## config.mk

```make
export PLATFORM = sky130hd
export DESIGN_NAME = mio_arbiter
export DESIGN_NICKNAME = d
export VERILOG_FILES = /design/src/rtl/mio_arbiter.sv
export SDC_FILE = /design/constraint.sdc
export NUM_CORES = 1
export LEC_CHECK = 0
export ABC_CLOCK_PERIOD_IN_PS = 1950
export CAP_MARGIN = 15
export CELL_PAD_IN_SITES_DETAIL_PLACEMENT = 0
export CELL_PAD_IN_SITES_GLOBAL_PLACEMENT = 1
export CORE_MARGIN = 2
export CORE_UTILIZATION = 29
export DETAILED_ROUTE_END_ITERATION = 6
export PLACE_DENSITY = 0.83
export SETUP_SLACK_MARGIN = 0.2
export SLEW_MARGIN = 20
export SYNTH_ARGS = -nofsm -noshare
export SYNTH_HDL_FRONTEND = slang
export SYNTH_SLANG_ARGS = --single-unit
export TNS_END_PERCENT = 50
```

## constraint.sdc

```tcl
create_clock -name clk -period 1.95 [get_ports clk]
set_input_delay 0.195 -clock clk [delete_from_list [all_inputs] [get_ports clk]]
set_output_delay 0.195 -clock clk [all_outputs]
set_load 0.01 [all_outputs]
```

## src/rtl/mio_arbiter.sv

```systemverilog
// mio_arbiter: shares one memory/IO bus between the CPU controller and an
// auxiliary master (DMA/debug loader). One access at a time:
// IDLE -> ACCESS (WAIT_CYC cycles) -> DONE (one-cycle ready pulse) -> IDLE.
// Optional macro ARB_RR_EN: round-robin on simultaneous requests instead of
// fixed CPU priority.
module mio_arbiter #(
  parameter int unsigned ADDR_W   = 32,
  parameter int unsigned DATA_W   = 32,
  parameter int unsigned WAIT_CYC = 2
) (
  input  logic              clk,
  input  logic              reset,
  input  logic              cpu_req,
  input  logic              cpu_we,
  input  logic [ADDR_W-1:0] cpu_addr,
  input  logic [DATA_W-1:0] cpu_wdata,
  output logic [DATA_W-1:0] cpu_rdata,
  output logic              cpu_ready,
  input  logic              aux_req,
  input  logic              aux_we,
  input  logic [ADDR_W-1:0] aux_addr,
  input  logic [DATA_W-1:0] aux_wdata,
  output logic [DATA_W-1:0] aux_rdata,
  output logic              aux_ready,
  output logic              mem_en,
  output logic              mem_we,
  output logic [ADDR_W-1:0] mem_addr,
  output logic [DATA_W-1:0] mem_wdata,
  input  logic [DATA_W-1:0] mem_rdata,
  output logic              grant,
  output logic              busy
);

  typedef enum logic [1:0] {
    IDLE   = 2'd0,
    ACCESS = 2'd1,
    DONE   = 2'd2
  } state_t;

  state_t     state;
  state_t     state_nxt;
  logic [3:0] cnt;
  logic       we_q;
  logic       any_req;
  logic       pick_aux;

`ifdef ARB_RR_EN
  // Owner of the most recent access; resets to aux so the first tie goes to CPU.
  logic       last_grant;

  // Round-robin winner: a sole requester always wins, a tie goes to the
  // master that was not granted last.
  always_comb begin
    any_req  = cpu_req | aux_req;
    pick_aux = aux_req & (~cpu_req | ~last_grant);
  end

  // Remember the owner of each new access for the next tie.
  always_ff @(posedge clk) begin
    if (reset) begin
      last_grant <= 1'b1;
    end else if (state == IDLE && any_req) begin
      last_grant <= pick_aux;
    end
  end
`else
  // Fixed priority winner: CPU takes every tie.
  always_comb begin
    any_req  = cpu_req | aux_req;
    pick_aux = aux_req & ~cpu_req;
  end
`endif

  // State register.
  always_ff @(posedge clk) begin
    if (reset) begin
      state <= IDLE;
    end else begin
      state <= state_nxt;
    end
  end

  // Next-state logic.
  always_comb begin
    state_nxt = state;
    case (state)
      IDLE:    if (any_req) state_nxt = ACCESS;
      ACCESS:  if (cnt == 4'd0) state_nxt = DONE;
      DONE:    state_nxt = IDLE;
      default: state_nxt = IDLE;
    endcase
  end

  // Request latch, wait counter and per-master read-data capture.
  always_ff @(posedge clk) begin
    if (reset) begin
      cnt       <= '0;
      we_q      <= 1'b0;
      grant     <= 1'b0;
      mem_addr  <= '0;
      mem_wdata <= '0;
      cpu_rdata <= '0;
      aux_rdata <= '0;
    end else begin
      case (state)
        IDLE: begin
          if (any_req) begin
            grant     <= pick_aux;
            we_q      <= pick_aux ? aux_we    : cpu_we;
            mem_addr  <= pick_aux ? aux_addr  : cpu_addr;
            mem_wdata <= pick_aux ? aux_wdata : cpu_wdata;
            cnt       <= 4'(WAIT_CYC - 1);
          end
        end
        ACCESS: begin
          if (cnt != 4'd0) begin
            cnt <= cnt - 4'd1;
          end else if (!we_q) begin
            if (grant) aux_rdata <= mem_rdata;
            else       cpu_rdata <= mem_rdata;
          end
        end
        default: ;
      endcase
    end
  end

  // Bus strobes and handshake outputs decoded from the state.
  always_comb begin
    mem_en    = (state == ACCESS);
    mem_we    = (state == ACCESS) & we_q;
    busy      = (state != IDLE);
    cpu_ready = (state == DONE) & ~grant;
    aux_ready = (state == DONE) & grant;
  end

endmodule
```

Yosys cells after proc, flatten, opt, wreduce, memory -nomap -nowiden

Cells that the tools add are included.

Flip-flop bits (word level): 136
Bits in latches: 0
Memory bits (writable): 0
Bits in read-only memories: 0
Bits of input ports: 166
Output and inout bits: 134
Memories kept: 0

$add $sub $neg: 1
Multipliers: 0
Divide/modulo/power cells: 0
$lt $le $gt $ge: 0
Equality and inequality tests: 5
Shift operators: 0
Mux-type cells: 9
Bitwise logic cells: 9
Reductions and logical operators: 10

Operators by type and width:

| kind                                                   | number |
|---|---|
| 2-to-1 mux 32 bit                                      | 2 |
| 2-to-1 mux 4 bit                                       | 2 |
| one-hot mux 4 bit (2 select lines)                     | 1 |
| AND reduction 4 bit                                    | 2 |
| AND 1 bit                                              | 4 |
| logical NOT 4 bit                                      | 1 |
| 2-to-1 mux 2 bit                                       | 2 |
| inequality test 2 x 1 -> 1 bit (second input constant) | 2 |
| NOT 1 bit                                              | 4 |
| one-hot mux 2 bit (2 select lines)                     | 1 |
| AND reduction 2 bit                                    | 2 |
| nonzero test 2 bit                                     | 2 |
| nonzero test 4 bit                                     | 1 |
| subtractor 4 x 1 -> 4 bit (second input constant)      | 1 |
| AND reduction 3 bit                                    | 1 |
| == test 2 x 1 -> 1 bit (second input constant)         | 1 |
| == test 2 bit (second input constant)                  | 1 |
| logical NOT 2 bit                                      | 1 |
| inequality test 2 bit (second input constant)          | 1 |
| 2-to-1 mux 1 bit                                       | 1 |
| OR 1 bit                                               | 1 |

Longest topological paths before layout

Gate-level depths: netlist (run 1).

Word-level depth: 3
Mapped depth: 7
Mapped depth without buffers: 5

Least setup slack after synthesis (run 1)

Ideal clock, no wire load.

Path kind: reg2reg
Start point: reg cnt[0]
End point: reg aux_rdata[0]
Arrival time: 1.559 ns
Required time: 1.878 ns
Path slack: 0.320 ns
Stages on the path, launching flop included: 8
Cell sequence: dfxtp_1 -> inv_1 -> ha_1 -> or3b_1 -> buf_2 -> nor4_4 -> buf_6 -> mux2i_1

Longest elaborated chain between the ends: 3

Ends and longest elaborated chain:

| item                                 | RTL line | text |
|---|---|---|
| start, declared                      | 42       | `logic [3:0] cnt;` |
| start signal, assigned               | 112      | `cnt <= 4'(WAIT_CYC - 1);` |
| start signal, assigned               | 117      | `cnt <= cnt - 4'd1;` |
| nonzero test 4 bit                   | 116      | `if (cnt != 4'd0) begin` |
| NOT 1 bit (no source line)           | -        |  |
| AND reduction 4 bit (no source line) | -        |  |
| end signal, assigned                 | 119      | `if (grant) aux_rdata <= mem_rdata;` |
| end, declared                        | 23       | `output logic [DATA_W-1:0] aux_rdata,` |

No other way between the ends.
A chain may end at the register's enable or synchronous reset.

Worst setup path in the final report (run 1)

Start point: reg cnt[0]
End point: reg aux_rdata[11]

The elaborated chain is that of the path after synthesis.

==> results.yml, run 1 <==
clock_network:
  ctsLongestPathBuffers: 2
  numCtsBuffers: 17
  clk-insertion-delay-late_ps: 420
  cts_max_level: 4
  clock-root-buffer: "sky130_fd_sc_hd__clkbuf_16"
  clk_transition_reported_paths_ps: 60
  cts.sink_count: 136
  clock_tree_from_tritoncts: "done"
floorplanning:
  fp.dieW_um: 146
  design.die.area_sq_mm: 0.0213
  num_rows: 51
  initial_core_util_pct: 29.8
  die_h_um: 146
  core_area_sq_mm: 0.0196
  ioPinCount: 300
critical_path:
  cp_num_buf_inv: 3
  critical-path-top-delay-family: "simple AND/OR/NAND/NOR gates"
  cpPeakStageDelay_ps: 400
  cell_chain_of_the_critical_path: "inv_4 -> ha_4 -> or3b_4 -> nor4_4 -> buf_6 -> clkbuf_16 -> mux2i_1"
  cp-end-kind: "flip-flop"
  critPathMaxFanout: 5
  crit_path_max_delay_cell_type: "sky130_fd_sc_hd__or3b_4"
  required_ps: 2290
  worstPathArrival_ps: 2130
  critPathLaunchType: "flip-flop"
  worst-setup-path-type: "reg2reg"
logic_synthesis:
  yosysSeqAreaShare_pct: 46.6
  synthesis.area_per_instance_sq_um: 10.5
  synth.cell_area_sq_mm: 0.00584
  flop_and_latch_count_out_of_synthesis: 136
  gate_count_of_the_mapped_netlist: 555
  yosysUniqueCellTypes: 35
  postSynthNetCount: 723
  synthesis.yosys.warnings: 0
timing:
  timing.final.setup_violations: 0
  setup_repair_after_global_routing_missed_its_margin: "true"
  setup-tns-final_ps: 0
  timing.final.ws_setup_ps: 157
  hold_violations: 0
  fmaxAchievable_ghz: 0.558
  period_needed_ps: 1790
  slew_headroom_pct: 71.6
  slew_viol_final: 0
  slew_at_the_pin_closest_to_its_max_slew_limit_ps: 425
  layout_worst_path_cycle_share_pct: 91.9
  timing.clock.skew_ps: 8.17
final_layout:
  final_cell_utilization_of_the_core_pct: 50.2
  finalNonFillerCells: 1123
  nets: 1013
  diodes: 0
  layout_cell_share_with_drive_strength_beyond_1_pct: 10.5
  area_growth_pct: 68.4
routing:
  wl_per_cell_um: 17.5
  drt_pass1_iterations: 4
  route.final.wire_length_um: 19700
  detail-route-antenna-nets: 0
  viasPerCell: 4.71
  dr_total_vias: 5286
  first_iter_violations: 276
  drc: 0
global_routing:
  grt_antenna_before_repair: 0
  first_global_vias: 5203
  grtUsageTotal_pct: 17.7
  gr-total-overflow: 0
  grt_start_max_net_pins: 66
  first_pass_grt_wire_length_um: 29800
placement:
  port_buffers: 299
  post-place-cells: 1085
  post-place-ws_ps: 141
  gp_congestion: 0.793
  hpwl_um: 14100
status:
  result_of_the_run: "complete, no violations"
min_path:
  hold_path_class: "in2reg"
job:
  cap_viol_max_count: 0
pwr:
  peak_ir_drop_on_the_vdd_network_mv: 0.542
  cellPowerDensity_mw_per_mm2: 839
  total_power_mw: 8.25
  leakage_nw: 3.54
metrics by stage:
stage	instance area [sq um]	hold WS (ps)
after floorplan	5840	347
after global placement	9140	443
after detailed placement	9140	446
after CTS	9730	21.4
after global routing	9840	58.5
final	9840	41.7
cell usage after synthesis (all sizes together):
| cell | number | area [sq um] |
|---|---|---|
| nor2b | 1 | 6.26 |
| o2bb2ai | 65 | 638 |
| nand3 | 1 | 5.00 |
| nand4 | 32 | 200 |
| dfxtp | 136 | 2720 |
| or2 | 1 | 6.26 |
| a22oi | 1 | 7.51 |
| or4b | 1 | 13.8 |
| or4 | 2 | 15.0 |
| nand2b | 65 | 407 |
| a21oi | 37 | 185 |
| nor3b | 4 | 35.0 |
| nand2 | 1 | 3.75 |
| or3b | 1 | 8.76 |
| nor2 | 3 | 18.8 |
| and2 | 1 | 6.26 |
| mux2i | 97 | 971 |
| nor3 | 2 | 10.0 |
| ha | 2 | 25.0 |
| nor4 | 1 | 21.3 |
| a211oi | 1 | 7.51 |
| buf | 27 | 193 |
| o221ai | 1 | 8.76 |
| or3 | 3 | 18.8 |
| clkbuf | 27 | 101 |
| a21o | 1 | 7.51 |
| o21ai | 35 | 175 |
| inv | 6 | 22.5 |
flip-flops by register name (all words and copies together) (netlist names):
name       flops
aux_rdata     32
cpu_rdata     32
state          2
cnt            4
grant          1
mem_addr      32
mem_wdata     32
we_q           1
repair_timing:
| item | CTS | global route |
|---|---|---|
| buffers inserted | 0 | 3 |
| hold buffers | 0 | 0 |
| hold endpoints to repair | 0 | 0 |
| setup endpoints to repair | 5 | 52 |
| gates cloned | 0 | 3 |
| resized for setup | 6 | 11 |
| pin swaps | 0 | 2 |
report_power, final:
group / internal, mW / switching [mW]
combinational: 1.02 / 0.840
clock: 1.91 / 1.33
sequential: 3.01 / 0.142
total: 5.94 / 2.32
kinds of logic (layout without fill, tap and decap cells):
logic type                 after synthesis  after routing  share of synthesized area, %
AOI/OAI and AO/OA                      141            141                          17.6
DFF                                    136            136                          46.6
and+or+nand+nor                        119            119                          13.3
muxes                                   97             97                          16.6
buffers and inverters                   60            363                          5.42
adders and majority gates                2              2                         0.428
worst paths after layout:
kind | from | endpoint | slack, ps | cells past startpoint
max | cnt[0] | aux_rdata[11] | 160 | 7
min reg2reg | mem_wdata[5] | mem_wdata[5] | 460 | 1
max reg2reg | cnt[0] | aux_rdata[11] | 160 | 7
min | reset | grant | 40 | 2
worst reg2reg max path, delay by kind of cell, from the launching register on:
kind                       cells  cell delay (ps)
buffers and inverters          3              420
adders and majority gates      1              120
muxes                          1              180
and+or+nand+nor                2              660
DFF                            1              330
area by class of cell:
| class | count | area [sq um] |
|---|---|---|
| repair buffers | 325 | 3310 |
| clock buffers | 17 | 425 |
| inverters | 6 | 25.0 |
| multi-input cells | 359 | 2850 |
| well taps | 265 | 332 |
| fillers | 1847 | 9750 |
| clock inverters | 15 | 168 |
| flip-flops and latches | 136 | 2730 |
cell usage in the layout (no fill, tap or decap), types with 2 or more instances in the layout:
master                              n
sky130_fd_sc_hd__dfxtp_1          131
sky130_fd_sc_hd__or4_1              2
sky130_fd_sc_hd__dlygate4sd2_1      4
sky130_fd_sc_hd__dfxtp_2            5
sky130_fd_sc_hd__nand2b_1          65
sky130_fd_sc_hd__nand4_1           32
sky130_fd_sc_hd__o21ai_0           30
sky130_fd_sc_hd__o2bb2ai_1         54
sky130_fd_sc_hd__clkinv_4           2
sky130_fd_sc_hd__buf_12             7
sky130_fd_sc_hd__inv_6              5
sky130_fd_sc_hd__a21oi_1           36
sky130_fd_sc_hd__clkdlybuf4s50_1  293
sky130_fd_sc_hd__inv_2              3
sky130_fd_sc_hd__nor3_1             2
sky130_fd_sc_hd__bufinv_16          2
sky130_fd_sc_hd__buf_4             15
sky130_fd_sc_hd__nor3b_1            2
sky130_fd_sc_hd__o2bb2ai_2         11
sky130_fd_sc_hd__mux2i_1           97
sky130_fd_sc_hd__or3_1              2
sky130_fd_sc_hd__nor2_1             2
sky130_fd_sc_hd__o21ai_1            5
sky130_fd_sc_hd__buf_6              2
sky130_fd_sc_hd__inv_1              2
sky130_fd_sc_hd__clkinvlp_4         4
sky130_fd_sc_hd__clkbuf_16         19
metal layers:
layer	track usage, %	part of all wire [%]	wire length (um)	vias up
li1	-	-	-	2623
met1	22.0	43	8370	2477
met2	29.7	50	9820	167
met3	4.92	5.9	1160	19
met4	5.44	1.5	303	0
met5	0	0	0	-
No activity file was read; power rests on OpenSTA's default activity.
==> run 2: changes to the inputs <==
--- a/config.mk
+++ b/config.mk
@@ -5,13 +5,15 @@
 export SDC_FILE = /design/constraint.sdc
 export NUM_CORES = 1
 export LEC_CHECK = 0
-export ABC_CLOCK_PERIOD_IN_PS = 1950
+export ABC_CLOCK_PERIOD_IN_PS = 2009
 export CAP_MARGIN = 15
 export CELL_PAD_IN_SITES_DETAIL_PLACEMENT = 0
 export CELL_PAD_IN_SITES_GLOBAL_PLACEMENT = 1
 export CORE_MARGIN = 2
 export CORE_UTILIZATION = 29
 export DETAILED_ROUTE_END_ITERATION = 6
+export GPL_TIMING_DRIVEN = 0
+export HOLD_SLACK_MARGIN = 0.06
 export PLACE_DENSITY = 0.83
 export SETUP_SLACK_MARGIN = 0.2
 export SLEW_MARGIN = 20
==> constraint.sdc (replaced) <==
create_clock -name clk -period 2.01 [get_ports clk]
set_input_delay 0.201 -clock clk [delete_from_list [all_inputs] [get_ports clk]]
set_output_delay 0.201 -clock clk [all_outputs]
set_load 0.01 [all_outputs]
==> results.yml, run 2 (synthesis gave the netlist of run 1 again) <==
timing:
  slew_headroom_pct: 65.7
  hold_violations: 0
  whs_ps: 382
  layout_worst_path_cycle_share_pct: 92.0
  slew_viol_final: 0
  fmaxAchievable_ghz: 0.540
  period_needed_ps: 1850
  timing.final.ws_setup_ps: 160
  slew_at_the_pin_closest_to_its_max_slew_limit_ps: 515
  timing.final.setup_violations: 0
  setup_repair_after_global_routing_missed_its_margin: "true"
  timing.clock.skew_ps: 16.3
pwr:
  total_power_mw: 8.00
  cellPowerDensity_mw_per_mm2: 811
  peak_ir_drop_on_the_vdd_network_mv: 0.568
  leakage_nw: 3.58
routing:
  route.layer.met1.wl_um: 8940
  first_iter_violations: 306
  route.met3.wl_um: 1210
  uppermost_layer_routed: "met4"
  drc: 0
  detail-route-antenna-nets: 0
  dr_total_vias: 5509
  met2_routed_wirelength_um: 10300
  drt_pass1_iterations: 4
  route.final.wire_length_um: 20800
  wl_per_cell_um: 17.9
  viasPerCell: 4.75
critical_path:
  worst-setup-path-type: "reg2reg"
  crit_path_max_delay_cell_type: "sky130_fd_sc_hd__or3b_4"
  cpMostUsedCell: "sky130_fd_sc_hd__buf_6"
  required_ps: 2360
  cpPeakStageDelay_ps: 360
  cell_chain_of_the_critical_path: "inv_2 -> ha_4 -> or3b_4 -> buf_6 -> nor4_4 -> buf_6 -> buf_4 -> mux2i_1"
  critPathMaxFanout: 6
  cp-end-kind: "flip-flop"
  critical-path-top-delay-family: "buffers and inverters"
  cp_num_buf_inv: 4
  worstPathArrival_ps: 2200
  critPathLaunchType: "flip-flop"
clock_network:
  numCtsBuffers: 17
  clock_tree_from_tritoncts: "done"
  cts_max_level: 4
  clk-insertion-delay-late_ps: 420
  clk_transition_reported_paths_ps: 60
  clock-root-buffer: "sky130_fd_sc_hd__clkbuf_16"
  cts.sink_count: 136
  ctsLongestPathBuffers: 2
floorplanning:
  fp.dieW_um: 146
  initial_core_util_pct: 29.8
  num_rows: 51
  design.die.area_sq_mm: 0.0213
  die_h_um: 146
  ioPinCount: 300
  core_area_sq_mm: 0.0196
final_layout:
  area_growth_pct: 69.0
  nets: 1050
  diodes: 0
  layout_commonest_cell: "sky130_fd_sc_hd__clkdlybuf4s50_1"
  layout_cell_share_with_drive_strength_beyond_1_pct: 11.4
  most-common-layout-cells: "sky130_fd_sc_hd__clkdlybuf4s50_1, sky130_fd_sc_hd__dfxtp_1, sky130_fd_sc_hd__mux2i_1, sky130_fd_sc_hd__nand2b_1, sky130_fd_sc_hd__o2bb2ai_1"
placement:
  post-place-ws_ps: -354
  hpwl_um: 15500
  gp_congestion: 0.800
  port_buffers: 299
global_routing:
  grt_start_max_net_pins: 17
  first_global_vias: 5465
  grt_antenna_before_repair: 0
  first_pass_grt_wire_length_um: 31500
  gr-total-overflow: 0
  grtUsageTotal_pct: 18.8
min_path:
  hold_path_class: "in2reg"
status:
  result_of_the_run: "complete, no violations"
job:
  cap_viol_max_count: 0
[run 2: where the power goes]
group / switching [mW] / internal, mW / leakage, nW
Clock: 1.23 / 1.89 / 0.278
Combinational: 0.834 / 0.996 / 2.19
Sequential: 0.136 / 2.92 / 1.11
[run 2: what timing repair did]
item	CTS	global route
pin swaps	0	2
endpoints found under the setup margin	56	63
setup buffers	0	7
hold buffers	0	0
gates cloned	0	2
resized for setup	14	33
[run 2: final cells by class]
type,instances,area [sq um]
buffer,54,318
clock buffer,20,457
clock inverter,11,124
fill,1847,9720
inverter,6,25.0
multi-input combinational,359,2820
sequential,136,2730
tap,265,332
timing repair buffer,308,3060
[run 2: path summary, 6_finish.rpt]
check                                   start             to  slack [ps]  cells after the start
worst max register to register         cnt[1]   aux_rdata[6]         160                      8
worst min-delay path            mem_rdata[21]  cpu_rdata[21]         380                      3
worst min register to register    mem_addr[9]    mem_addr[9]         460                      1
worst max-delay path                   cnt[1]   aux_rdata[6]         160                      8
[run 2: through the flow]
step | std cells | area, sq um | TNS (ps) | util, %
after floorplan | 555 | 5840 | 0 | -
after global placement | 1119 | 9170 | -7670 | 46.8
after detailed placement | 1119 | 9170 | -9510 | 46.8
after CTS | 1150 | 9760 | 0 | 49.8
after global routing | 1159 | 9870 | 0 | 50.4
final | 1159 | 9870 | 0 | 50.4
[run 2: tightest hold or removal path, stage by stage]
cell and delay (ps):
sky130_fd_sc_hd__clkdlybuf4s50_1 420, sky130_fd_sc_hd__nand4_1 70, sky130_fd_sc_hd__a21oi_1 60
[run 2: routing by layer]
metal | vias to the layer above | global-route usage (%)
met5 | - | 0
met4 | 0 | 5.34
met3 | 18 | 5.17
met2 | 168 | 31.6
met1 | 2634 | 23.7
li1 | 2689 | -
==> run 3: changes to the inputs <==
--- a/config.mk
+++ b/config.mk
@@ -14,6 +14,7 @@
 export DETAILED_ROUTE_END_ITERATION = 6
 export GPL_TIMING_DRIVEN = 0
 export HOLD_SLACK_MARGIN = 0.06
+export MAX_ROUTING_LAYER = met4
 export PLACE_DENSITY = 0.83
 export SETUP_SLACK_MARGIN = 0.2
 export SLEW_MARGIN = 20
==> results.yml, run 3 (synthesis gave the netlist of run 1 again) <==
clock_network:
  numCtsBuffers: 17
  ctsLongestPathBuffers: 2
  cts_max_level: 4
  clk_transition_reported_paths_ps: 60
  cts.sink_count: 136
  clock-root-buffer: "sky130_fd_sc_hd__clkbuf_16"
  clk-insertion-delay-late_ps: 420
  clock_tree_from_tritoncts: "done"
global_routing:
  grt_start_max_net_pins: 17
  grtUsageTotal_pct: 19.4
  grt_antenna_before_repair: 0
  first_global_vias: 5464
  first_pass_grt_wire_length_um: 31500
  gr-total-overflow: 0
floorplanning:
  die_h_um: 146
  core_area_sq_mm: 0.0196
  design.die.area_sq_mm: 0.0213
  initial_core_util_pct: 29.8
  fp.dieW_um: 146
  num_rows: 51
  ioPinCount: 300
timing:
  slew_at_the_pin_closest_to_its_max_slew_limit_ps: 519
  timing.clock.skew_ps: 15.8
  setup-tns-final_ps: 0
  period_needed_ps: 1860
  whs_ps: 385
  slew_headroom_pct: 65.4
  layout_worst_path_cycle_share_pct: 92.5
  fmaxAchievable_ghz: 0.538
  timing.final.setup_violations: 0
  hold_violations: 0
  setup_repair_after_global_routing_missed_its_margin: "true"
  slew_viol_final: 0
critical_path:
  cpMostUsedCell: "sky130_fd_sc_hd__buf_6"
  critPathLaunchType: "flip-flop"
  cp-end-kind: "flip-flop"
  crit_path_max_delay_cell_type: "sky130_fd_sc_hd__or3b_4"
  required_ps: 2350
  critPathMaxFanout: 7
  worstPathArrival_ps: 2200
  cpPeakStageDelay_ps: 360
  cell_chain_of_the_critical_path: "inv_2 -> ha_4 -> or3b_4 -> buf_6 -> nor4_4 -> buf_6 -> buf_8 -> mux2i_2"
  worst-setup-path-type: "reg2reg"
pwr:
  seq_power_share_pct: 38.2
  cellPowerDensity_mw_per_mm2: 811
  internal_dissipation_mw: 5.80
  p_sw_share_pct: 27.5
  leakage_nw: 3.58
  total_power_mw: 8.00
  p_comb_share_pct: 22.9
  power.share.clock_pct: 38.9
  peak_ir_drop_on_the_vdd_network_mv: 0.569
  netsw_mw: 2.20
min_path:
  hold_path_class: "in2reg"
routing:
  dr_total_vias: 5479
  first_iter_violations: 281
  route.final.wire_length_um: 20800
  drc: 0
  viasPerCell: 4.73
  detail-route-antenna-nets: 0
  drt_pass1_iterations: 4
  wl_per_cell_um: 17.9
final_layout:
  diodes: 0
  layout_cell_share_with_drive_strength_beyond_1_pct: 11.4
  final_cell_utilization_of_the_core_pct: 50.4
  nets: 1050
  design_area_sq_mm: 0.00987
  layout.filler_cells: 1845
  area_growth_pct: 69.0
  most-common-layout-cells: "sky130_fd_sc_hd__clkdlybuf4s50_1, sky130_fd_sc_hd__dfxtp_1, sky130_fd_sc_hd__mux2i_1, sky130_fd_sc_hd__nand2b_1, sky130_fd_sc_hd__o2bb2ai_1"
  layout_commonest_cell: "sky130_fd_sc_hd__clkdlybuf4s50_1"
placement:
  hpwl_um: 15500
  gp_congestion: 0.812
  placed_cell_area_sq_mm: 0.00917
  port_buffers: 299
status:
  result_of_the_run: "complete, no violations"
job:
  cap_viol_max_count: 0
## run 3: cell counts in the layout (fill, tap and decap cells not counted)
No cell type changed its count.
## run 3: worst paths after layout
path,startpoint,end,slack (ps),cells after the start
worst max-delay path,cnt[1],aux_rdata[9],150,8
worst min-delay path,mem_rdata[21],cpu_rdata[21],390,3
worst max register to register,cnt[1],aux_rdata[9],150,8
worst min register to register,mem_wdata[10],mem_wdata[10],460,1
## run 3: worst max-delay path: cells and delay by family (launching register included)
kind | cells | cell delay, ps
AND/OR/NAND/NOR | 2 | 570
multiplexers | 1 | 220
flip-flops | 1 | 340
buffers and inverters | 4 | 530
adder cells (fa/ha/maj) | 1 | 130
## run 3: power by group through the flow
stage / clock, mW / combinational [mW] / sequential (mW)
floorplan: 0 / 0.681 / 3.19
global placement: 0 / 1.77 / 3.11
detailed placement: 0 / 1.78 / 3.10
CTS: 3.18 / 1.79 / 3.05
global route: 3.30 / 1.96 / 3.08
finish: 3.11 / 1.83 / 3.06
## run 3: area by class of cell
| cell class | count | area, sq um | area share, % |
|---|---|---|---|
| Buffer | 54 | 318 | 3.22 |
| Multi-Input combinational cell | 359 | 2820 | 28.6 |
| Inverter | 6 | 25.0 | 0.254 |
| Sequential cell | 136 | 2730 | 27.7 |
| Clock buffer | 20 | 457 | 4.63 |
| Tap cell | 265 | 332 | 3.36 |
| Clock inverter | 11 | 124 | 1.25 |
| Timing Repair Buffer | 308 | 3060 | 31.0 |
## run 3: layer usage
layer  global-route usage, %  up-vias  part of all wire [%]
met5                       -        -                     0
met4                    5.34        0                   1.6
met3                    4.64       22                   4.9
met2                    31.6      164                    50
met1                    24.1     2603                    44
li1                        -     2690                     -
## run 3: repair_timing
item,4_1_cts,5_1_grt
gates cloned,0,2
setup endpoints to repair,56,63
hold buffers,0,0
buffers inserted,0,7
resized for setup,14,33
pin swaps,0,2
## run 3: through the flow
step / cells / worst slack (ps)
CTS: 1150 / 73.3
floorplan: 555 / 380
global placement: 1119 / -293
finish: 1159 / 150
global route: 1159 / 89.4
detailed placement: 1119 / -354
